### config.mk
export PLATFORM = sky130hd
export DESIGN_NAME = aipp_core_mc
export DESIGN_NICKNAME = d
export VERILOG_FILES = /design/src/rtl/aipp_core_mc.sv
export SDC_FILE = /design/constraint.sdc
export NUM_CORES = 1
export LEC_CHECK = 0
export CAP_MARGIN = 10
export CORE_MARGIN = 3
export CORE_UTILIZATION = 55
export DETAILED_ROUTE_END_ITERATION = 8
export GPL_TIMING_DRIVEN = 1
export PLACE_DENSITY = 0.8
export SYNTH_ARGS = -nofsm -noshare
export SYNTH_HDL_FRONTEND = slang
export SYNTH_SLANG_ARGS = --single-unit
### constraint.sdc
create_clock -name clk -period 5.9 [get_ports clk]
set_input_delay 0.59 -clock clk [delete_from_list [all_inputs] [get_ports clk]]
set_output_delay 0.59 -clock clk [all_outputs]
set_load 0.05 [all_outputs]
### src/rtl/aipp_core_mc.sv
// Multi-channel AIPP protection engine: one protection FSM per power channel fed by
// time-multiplexed, channel-tagged health telemetry, driving a per-channel rate-limit word
// and a single aggregated, sticky, maskable alert interrupt.
module aipp_core_mc #(
  parameter int unsigned N_CH = 4,
  parameter int unsigned CH_W = 2,
  parameter int unsigned HW   = 4,
  parameter int unsigned RW   = 16,
  parameter int unsigned DW   = 8
) (
  input  logic                 clk,
  input  logic                 rst_n,
  input  logic                 tel_vld,
  input  logic [CH_W-1:0]      tel_ch,
  input  logic [HW-1:0]        tel_health,
  input  logic [HW-1:0]        cfg_thr_throttle,
  input  logic [HW-1:0]        cfg_thr_critical,
  input  logic [HW-1:0]        cfg_thr_recover,
  input  logic [HW-1:0]        cfg_thr_release,
  input  logic [DW-1:0]        cfg_dwell,
  input  logic [RW-1:0]        cfg_throttle_rate,
  input  logic [RW-1:0]        cfg_ramp_step,
  input  logic [N_CH-1:0]      intr_mask,
  input  logic [N_CH-1:0]      intr_clr,
  output logic [N_CH*RW-1:0]   rate_limit,
  output logic [N_CH*3-1:0]    ch_state,
  output logic [N_CH-1:0]      alert_status,
  output logic                 intr_alert
);

  typedef enum logic [2:0] {
    StIdle     = 3'd0,
    StNominal  = 3'd1,
    StThrottle = 3'd2,
    StAlert    = 3'd3,
    StRecover  = 3'd4
  } state_e;

  // Threshold decisions are shared by all channels; only the addressed channel acts on them.
  logic          lt_crit, lt_thr, gt_rec, gt_rel;
  logic [DW-1:0] dwell_tgt;
  logic [RW-1:0] ramp_step;

  assign lt_crit   = tel_health < cfg_thr_critical;
  assign lt_thr    = tel_health < cfg_thr_throttle;
  assign gt_rec    = tel_health > cfg_thr_recover;
  assign gt_rel    = tel_health > cfg_thr_release;
  // Zero dwell / zero step would stall the FSM, so both are promoted to 1.
  assign dwell_tgt = (cfg_dwell == '0) ? DW'(1) : cfg_dwell;
  assign ramp_step = (cfg_ramp_step == '0) ? RW'(1) : cfg_ramp_step;

  logic [N_CH-1:0] alert_set;
  logic [N_CH-1:0] alert_status_q;
  logic            intr_q;

  for (genvar i = 0; i < N_CH; i++) begin : g_ch
    state_e        state_q;
    logic [RW-1:0] rate_q;
    logic [DW-1:0] dwell_q;
    logic          hit;
    logic [DW-1:0] dwell_inc;
    logic [RW:0]   ramp_sum;
    logic [RW-1:0] ramp_sat;

    // Indices >= N_CH match no channel, so such samples are dropped.
    assign hit       = tel_vld && (tel_ch == CH_W'(i));
    assign dwell_inc = (&dwell_q) ? dwell_q : dwell_q + DW'(1);
    assign ramp_sum  = {1'b0, rate_q} + {1'b0, ramp_step};
    assign ramp_sat  = ramp_sum[RW] ? '1 : ramp_sum[RW-1:0];
    assign alert_set[i] = hit && lt_crit &&
                          (state_q == StNominal || state_q == StThrottle ||
                           state_q == StRecover);

    // Per-channel protection FSM with registered rate and dwell counter.
    always_ff @(posedge clk or negedge rst_n) begin
      if (!rst_n) begin
        state_q <= StIdle;
        rate_q  <= '1;
        dwell_q <= '0;
      end else begin
        unique case (state_q)
          StIdle: begin
            if (hit) state_q <= StNominal;
          end
          StNominal: begin
            if (hit && lt_crit) begin
              state_q <= StAlert;
              rate_q  <= '0;
            end else if (hit && lt_thr) begin
              state_q <= StThrottle;
              rate_q  <= cfg_throttle_rate;
              dwell_q <= '0;
            end
          end
          StThrottle: begin
            if (hit) begin
              if (lt_crit) begin
                state_q <= StAlert;
                rate_q  <= '0;
              end else if (gt_rec) begin
                if (dwell_inc >= dwell_tgt) begin
                  state_q <= StRecover;
                  dwell_q <= '0;
                end else begin
                  dwell_q <= dwell_inc;
                end
              end else begin
                dwell_q <= '0;
              end
            end
          end
          StRecover: begin
            // A sample-driven exit replaces this cycle's ramp step.
            if (hit && lt_crit) begin
              state_q <= StAlert;
              rate_q  <= '0;
            end else if (hit && lt_thr) begin
              state_q <= StThrottle;
              rate_q  <= cfg_throttle_rate;
              dwell_q <= '0;
            end else begin
              rate_q <= ramp_sat;
              if (&ramp_sat) state_q <= StNominal;
            end
          end
          StAlert: begin
            if (hit && gt_rel) begin
              state_q <= StThrottle;
              rate_q  <= cfg_throttle_rate;
              dwell_q <= '0;
            end
          end
          default: begin
            state_q <= StIdle;
            rate_q  <= '1;
            dwell_q <= '0;
          end
        endcase
      end
    end

    assign ch_state[i*3 +: 3]    = state_q;
    assign rate_limit[i*RW +: RW] = rate_q;
  end

  // Sticky alert flags (set beats clear) and the registered, masked interrupt.
  always_ff @(posedge clk or negedge rst_n) begin
    if (!rst_n) begin
      alert_status_q <= '0;
      intr_q         <= 1'b0;
    end else begin
      alert_status_q <= (alert_status_q & ~intr_clr) | alert_set;
      intr_q         <= |(alert_status_q & ~intr_mask);
    end
  end

  assign alert_status = alert_status_q;
  assign intr_alert   = intr_q;

endmodule

==> results_dict.tcl, run 1 <==
set metrics [dict create \
    cts_tree "built" \
    nNetsFinal 1750 \
    rsz0062_at_grt "false" \
    clk_path_buf_depth 2 \
    post_cts_buffers 0 \
    instances_no_fill 1885 \
    overflow 0 \
    pre_cts_slack_ns 1.08 \
    path_max_fanout 13 \
    yosysWarnings 0 \
    power_frac_seq_pct 23.5 \
    pwr-share-comb_pct 63.0 \
    wire_per_inst_um 21.6 \
    grt_max_degree 72 \
    placedCellCount 1852 \
    relSlewSlack_pct 31.0 \
    layout_min_cycle_time_ns 4.52 \
    syn_to_final_growth_pct 19.2 \
    final_max_slew_viol_count 0 \
    hpwl_um 30300 \
    routed_wl_um 40700 \
    synth_seq_cells 113 \
    cts_resized 0 \
    dr.pass1.iters 6 \
    ir_worst_vdd_uv 471 \
    async_reset_ff_share_pct 100 \
    p_switching_mw 4.04 \
    p_int_mw 3.65 \
    path_class "in -> reg" \
    place.gp.congestion 1.05 \
    port_buffers 153 \
    ant_nets 0 \
    syn_nets 1639 \
    routed_via_density 6.59 \
    switching_share_pct 52.5 \
    status "complete, no violations" \
    nFillCells 1722 \
    reg2regPathDepth 15 \
    min_period_over_period_pct 76.5 \
    grt_pass1_vias 11474 \
    power_density_nw_per_um2 554 \
    hold_ws_ns 0.267 \
    htree_levels 4 \
    cp-end-kind "register" \
    clkTransAtPathRegs_ns 0.06 \
    insertion_delay_ns 0.43 \
    r2r-start "g_ch[3].dwell_q[0]" \
    drive_gt1_share_pct 9.79 \
    hold_viol_final 0 \
    antenna_found_initial 1 \
    p_leak_nw 5.68 \
    crit_family "compound AO/OA/AOI/OAI gates" \
    io_pins 154 \
    syn_area_per_cell_sq_um 7.81 \
    die_y_um 152 \
    mostFrequentLayoutCell "nor2_1" \
    core_sq_um 20500 \
    grt_pass1_wl_um 61900 \
    cts.root.buffer_cell "clkbuf_16" \
    r2r-end "g_ch[3].dwell_q[3]" \
    final_cell_mix "165 x nor2_1, 154 x nand2_1, 152 x clkdlybuf4s50_1" \
    clock.fmax_ghz 0.221 \
    crit_required_ns 6.18 \
    place_area_sq_um 13300 \
    start_util_pct 56.8 \
    p_clk_share_pct 13.5 \
    cp_slowest_stage_delay_ns 0.75 \
    final_cell_area_sq_um 13900 \
    drtIter0Drc 1221 \
    synth_edf_count 0 \
    drcViolationCount 0 \
    routed-via-count 12421 \
    die_w_um 152 \
    setup_tns_ns 0 \
    netlist_area_sq_um 11600 \
    rrSetupSlack_ns 1.75 \
    std_cell_rows 52 \
    cp-start-kind "primary input" \
    cts_sinks 113 \
    dieArea_sq_um 23000 \
    path_buf_inv 1 \
    yosysSeqAreaShare_pct 25.0 \
    synth_cells 1491 \
    ctsHoldBuffers 0 \
    synthDistinctLibCells 90 \
    synth_flop_cell "dfstp_2" \
    crit_path_frequent_cell "ha_1" \
    cts_inserted_buffers 17 \
    cap_viol_max_count 0 \
    grt_use_total_pct 34.8 \
    setup-violations-final 0 \
    fin_ws_ns 1.38 \
    crit_chain "clkdlybuf4s50_1, nor3_1, a41o_1, ha_1, ha_1, a21o_1, a221oi_4, nor4b_1, o41ai_2, o21ai_0, o22a_1, o31ai_1, o221ai_1" \
    skew_ns 0.00895 \
    tightest_slew_ns 1.03 \
    crit_arrival_ns 4.79 \
    min_path_type "in -> async" \
    slowest_stage "clkdlybuf4s50_1" \
]
[how the worst max path moves through the flow]
stage / depth (start not counted) / from / to / slack [ns]
floorplan: 15 / cfg_ramp_step[10] / g_ch[1].state_q[1] / 2.01
global placement: 13 / cfg_ramp_step[12] / g_ch[1].state_q[1] / 1.24
detailed placement: 13 / cfg_ramp_step[12] / g_ch[1].state_q[1] / 1.08
CTS: 13 / cfg_ramp_step[12] / g_ch[1].state_q[1] / 1.50
global route: 14 / cfg_ramp_step[8] / g_ch[0].rate_q[2] / 1.16
finish: 13 / cfg_ramp_step[15] / g_ch[1].state_q[1] / 1.38
[synth_stat cells, types with 49 or more instances]
library cell / n / area [sq um]
a21oi_1: 98 / 490
a31oi_1: 67 / 419
clkbuf_1: 55 / 206
dfrtp_1: 49 / 1230
dfstp_2: 64 / 1680
ha_1: 75 / 938
inv_1: 51 / 191
nand2_1: 154 / 578
nor2_1: 165 / 619
o21ai_0: 81 / 405
xnor2_1: 66 / 578
xor2_1: 52 / 455
[cell families (layout without fill, tap and decap cells)]
| group | Yosys count | count (layout) | share of synthesized area, % |
|---|---|---|---|
| flops | 113 | 113 | 25.0 |
| fa+ha+maj | 88 | 88 | 9.20 |
| compound gates | 516 | 516 | 30.8 |
| xor+xnor | 118 | 118 | 8.87 |
| other cells | 0 | 1 | 0 |
| buf+inv | 133 | 256 | 4.76 |
| mux | 12 | 12 | 1.10 |
| simple gates | 511 | 511 | 20.3 |
[final cells by class]
class | count | area [sq um] | share of cell area, %
repair buffers | 172 | 1670 | 12.0
multi-input cells | 1245 | 8190 | 59.0
inverters | 53 | 199 | 1.43
diodes | 1 | 2.50 | 0.0180
flip-flops and latches | 113 | 2910 | 21.0
clock inverters | 10 | 111 | 0.802
clock buffers | 21 | 460 | 3.32
well taps | 270 | 338 | 2.43
[stage by stage]
stage          power (mW)  util [%]
2_1_floorplan        5.16         -
3_3_place_gp         6.47      64.9
3_5_place_dp         6.53      64.9
4_1_cts              7.59      67.7
5_1_grt              8.13      67.7
6_report             7.69      67.7
[flip-flops by register name, indices dropped and copies added (netlist names)]
name and count:
intr_alert 1, g_ch.state_q 12, alert_status 4, g_ch.rate_q 64, g_ch.dwell_q 32
[power by group through the flow]
stage	clock network [mW]	logic, mW	registers [mW]
after floorplan	0	2.76	2.40
after global placement	0	4.69	1.78
after detailed placement	0	4.75	1.78
after CTS	1.04	4.77	1.78
after global routing	1.07	5.22	1.84
final	1.04	4.85	1.80
[per-layer routing]
metal	track usage [%]	vias up	routed length (um)
met2	54.2	686	18100
met3	8.36	120	4520
met1	46.1	5839	16300
met4	15.7	2	1850
li1	-	5774	-
met5	0	-	11
[worst register-to-register path, stage by stage, from the launching register on]
cell      delay, ns
dfrtp_1        0.42
ha_1           0.25
nand2_1        0.11
nor2_1         0.21
nand3_1        0.23
xnor2_1        0.24
ha_1           0.26
nand2b_1       0.14
a21o_1         0.17
a21o_1         0.17
a21oi_1        0.15
o21ai_0        0.14
a31oi_1        0.60
or4b_2         0.70
o21bai_1       0.18
a21o_1         0.13
(Power assumes the default switching activity.)
==> inputs of run 2 (changes only) <==
- CORE_UTILIZATION: 55 -> 52
- PLACE_DENSITY: 0.8 -> 0.79
- clock period: 5.9 -> 4 ns (I/O delays scaled with it)
==> run 2 against run 1 <==
First-iteration DRC count is 12% higher; clock skew shrank 0.0029 ns; count of clock-buffer cells in the layout fell by 4; critical path depth increased by 4.
==> results_dict.tcl, run 2 (synthesis results as in run 1) <==
set metrics [dict create \
    setup_tns_ns 0 \
    tightest_slew_ns 1.05 \
    drtIter0Drc 1370 \
    overflow 0 \
    place_area_sq_um 13900 \
    dr.pass1.iters 6 \
    grt_use_total_pct 34.1 \
    cts.root.buffer_cell "clkbuf_16" \
    p_leak_nw 6.12 \
    post-route-util_pct 66.8 \
    htree_levels 4 \
    status "complete, no violations" \
    instances_no_fill 1977 \
    cts_sinks 113 \
    final_cell_area_sq_um 14600 \
    post_cts_buffers 0 \
    grt_pass1_wl_um 65800 \
    p_int_mw 6.08 \
    cts_tree "built" \
    relSlewSlack_pct 30.1 \
    drcViolationCount 0 \
    power_frac_seq_pct 21.3 \
    grt_pass1_vias 12343 \
    pwr-share-comb_pct 64.8 \
    min_period_over_period_pct 96.5 \
    regMostFlops "g_ch.rate_q" \
    setup-violations-final 0 \
    p_switching_mw 6.13 \
    final_max_slew_viol_count 0 \
    ir_worst_vdd_uv 587 \
    routed_via_density 6.52 \
    p_clk_share_pct 13.8 \
    clock.fmax_ghz 0.259 \
    cp-start-kind "primary input" \
    insertion_delay_ns 0.42 \
    place.gp.congestion 1.02 \
    wire_per_inst_um 21.3 \
    cp-end-kind "register" \
    hold_viol_final 0 \
    drive_gt1_share_pct 14.7 \
    cts_inserted_buffers 17 \
    dieArea_sq_um 24200 \
    mostFrequentLayoutCell "nor2_1" \
    clkTransAtPathRegs_ns 0.06 \
    top_regs "g_ch.rate_q x64, g_ch.dwell_q x32, g_ch.state_q x12" \
    ant_nets 0 \
    std_cell_rows 54 \
    syn_to_final_growth_pct 25.7 \
    antenna_found_initial 0 \
    routed-via-count 12886 \
    path_max_fanout 4 \
    start_util_pct 53.2 \
    clk_path_buf_depth 2 \
    switching_share_pct 50.2 \
    min_path_type "in -> async" \
    crit_required_ns 4.32 \
    fin_ws_ns 0.142 \
    hpwl_um 31500 \
    final_cell_mix "165 x nor2_1, 154 x nand2_1, 152 x clkdlybuf4s50_1" \
    grt_max_degree 76 \
    nNetsFinal 1832 \
    core_sq_um 21900 \
    die_w_um 156 \
    power_density_nw_per_um2 834 \
    layout_min_cycle_time_ns 3.86 \
    path_class "in -> reg" \
    largest_reg_flops 64 \
    io_pins 154 \
    cap_viol_max_count 0 \
    antenna_cells 0 \
    port_buffers 153 \
    placedCellCount 1945 \
    rsz0062_at_grt "true" \
    die_y_um 156 \
    pre_cts_slack_ns -0.430 \
    routed_wl_um 42100 \
    crit_arrival_ns 4.17 \
    skew_ns 0.00606 \
]
-- run 2: changes by cell type in the layout (fill, tap and decap cells not counted), sizes merged --
cell      previous run  this run
clkbuf              21        17
buf                 20       102
clkinvlp             3         5
bufinv               2         5
diode                1         0
-- run 2: what timing repair did --
| action | in CTS | in global routing |
|---|---|---|
| pin swaps | 0 | 1 |
| setup endpoints to repair | 1 | 9 |
| gates resized for setup | 1 | 9 |
| hold buffers | 0 | 0 |
| gates cloned | 0 | 0 |
-- run 2: final cells by class --
class | count | area, sq um
multi-input cells | 1245 | 8240
clock buffers | 17 | 425
repair buffers | 254 | 2300
fillers | 1861 | 7260
flip-flops and latches | 113 | 2910
clock inverters | 15 | 216
well taps | 280 | 350
inverters | 53 | 199
-- run 2: power by group through the flow --
stage	Combinational (mW)	Clock, mW	Sequential [mW]
2_1_floorplan	4.07	0	3.54
3_3_place_gp	7.60	0	2.56
3_5_place_dp	7.71	0	2.58
4_1_cts	7.77	1.71	2.57
5_1_grt	8.48	1.76	2.68
6_report	7.91	1.69	2.61
-- run 2: critical path, stage by stage --
cell             delay, ns
clkdlybuf4s50_1       0.48
nor3_1                0.07
buf_4                 0.13
a41o_2                0.32
buf_4                 0.15
ha_1                  0.19
buf_4                 0.13
maj3_2                0.31
o2111a_1              0.28
a211oi_4              0.29
o221ai_1              0.18
maj3_2                0.36
buf_4                 0.15
xor2_1                0.18
and3_1                0.22
nand4_1               0.12
a21o_1                0.20
-- run 2: per-stage QoR --
step	power, mW	hold slack (ns)
finish	12.2	0.150
global route	12.9	0.215
CTS	12.0	0.195
detailed placement	10.3	0.506
global placement	10.2	0.502
floorplan	7.62	0.104
-- run 2: metal layers --
metal	vias up	share of wire (%)	track usage (%)
li1	5943	-	-
met1	6108	41	45.7
met2	715	44	53.8
met3	120	10	6.49
met4	0	4.5	15.3
met5	-	0	0
-- run 2: path summary, 6_finish.rpt --
check / end / startpoint / cells after the start / slack [ns]
worst max-delay path: g_ch[0].state_q[2] / cfg_ramp_step[13] / 17 / 0.14
worst min-delay path: alert_status[2] / rst_n / 1 / 0.15
worst max register to register: g_ch[3].dwell_q[3] / g_ch[3].dwell_q[0] / 14 / 0.32
worst min register to register: g_ch[2].rate_q[12] / g_ch[2].rate_q[12] / 2 / 0.52
max in group asynchronous: g_ch[0].rate_q[14] / rst_n / 2 / 2.84
min in group clk: g_ch[2].rate_q[12] / g_ch[2].rate_q[12] / 2 / 0.52
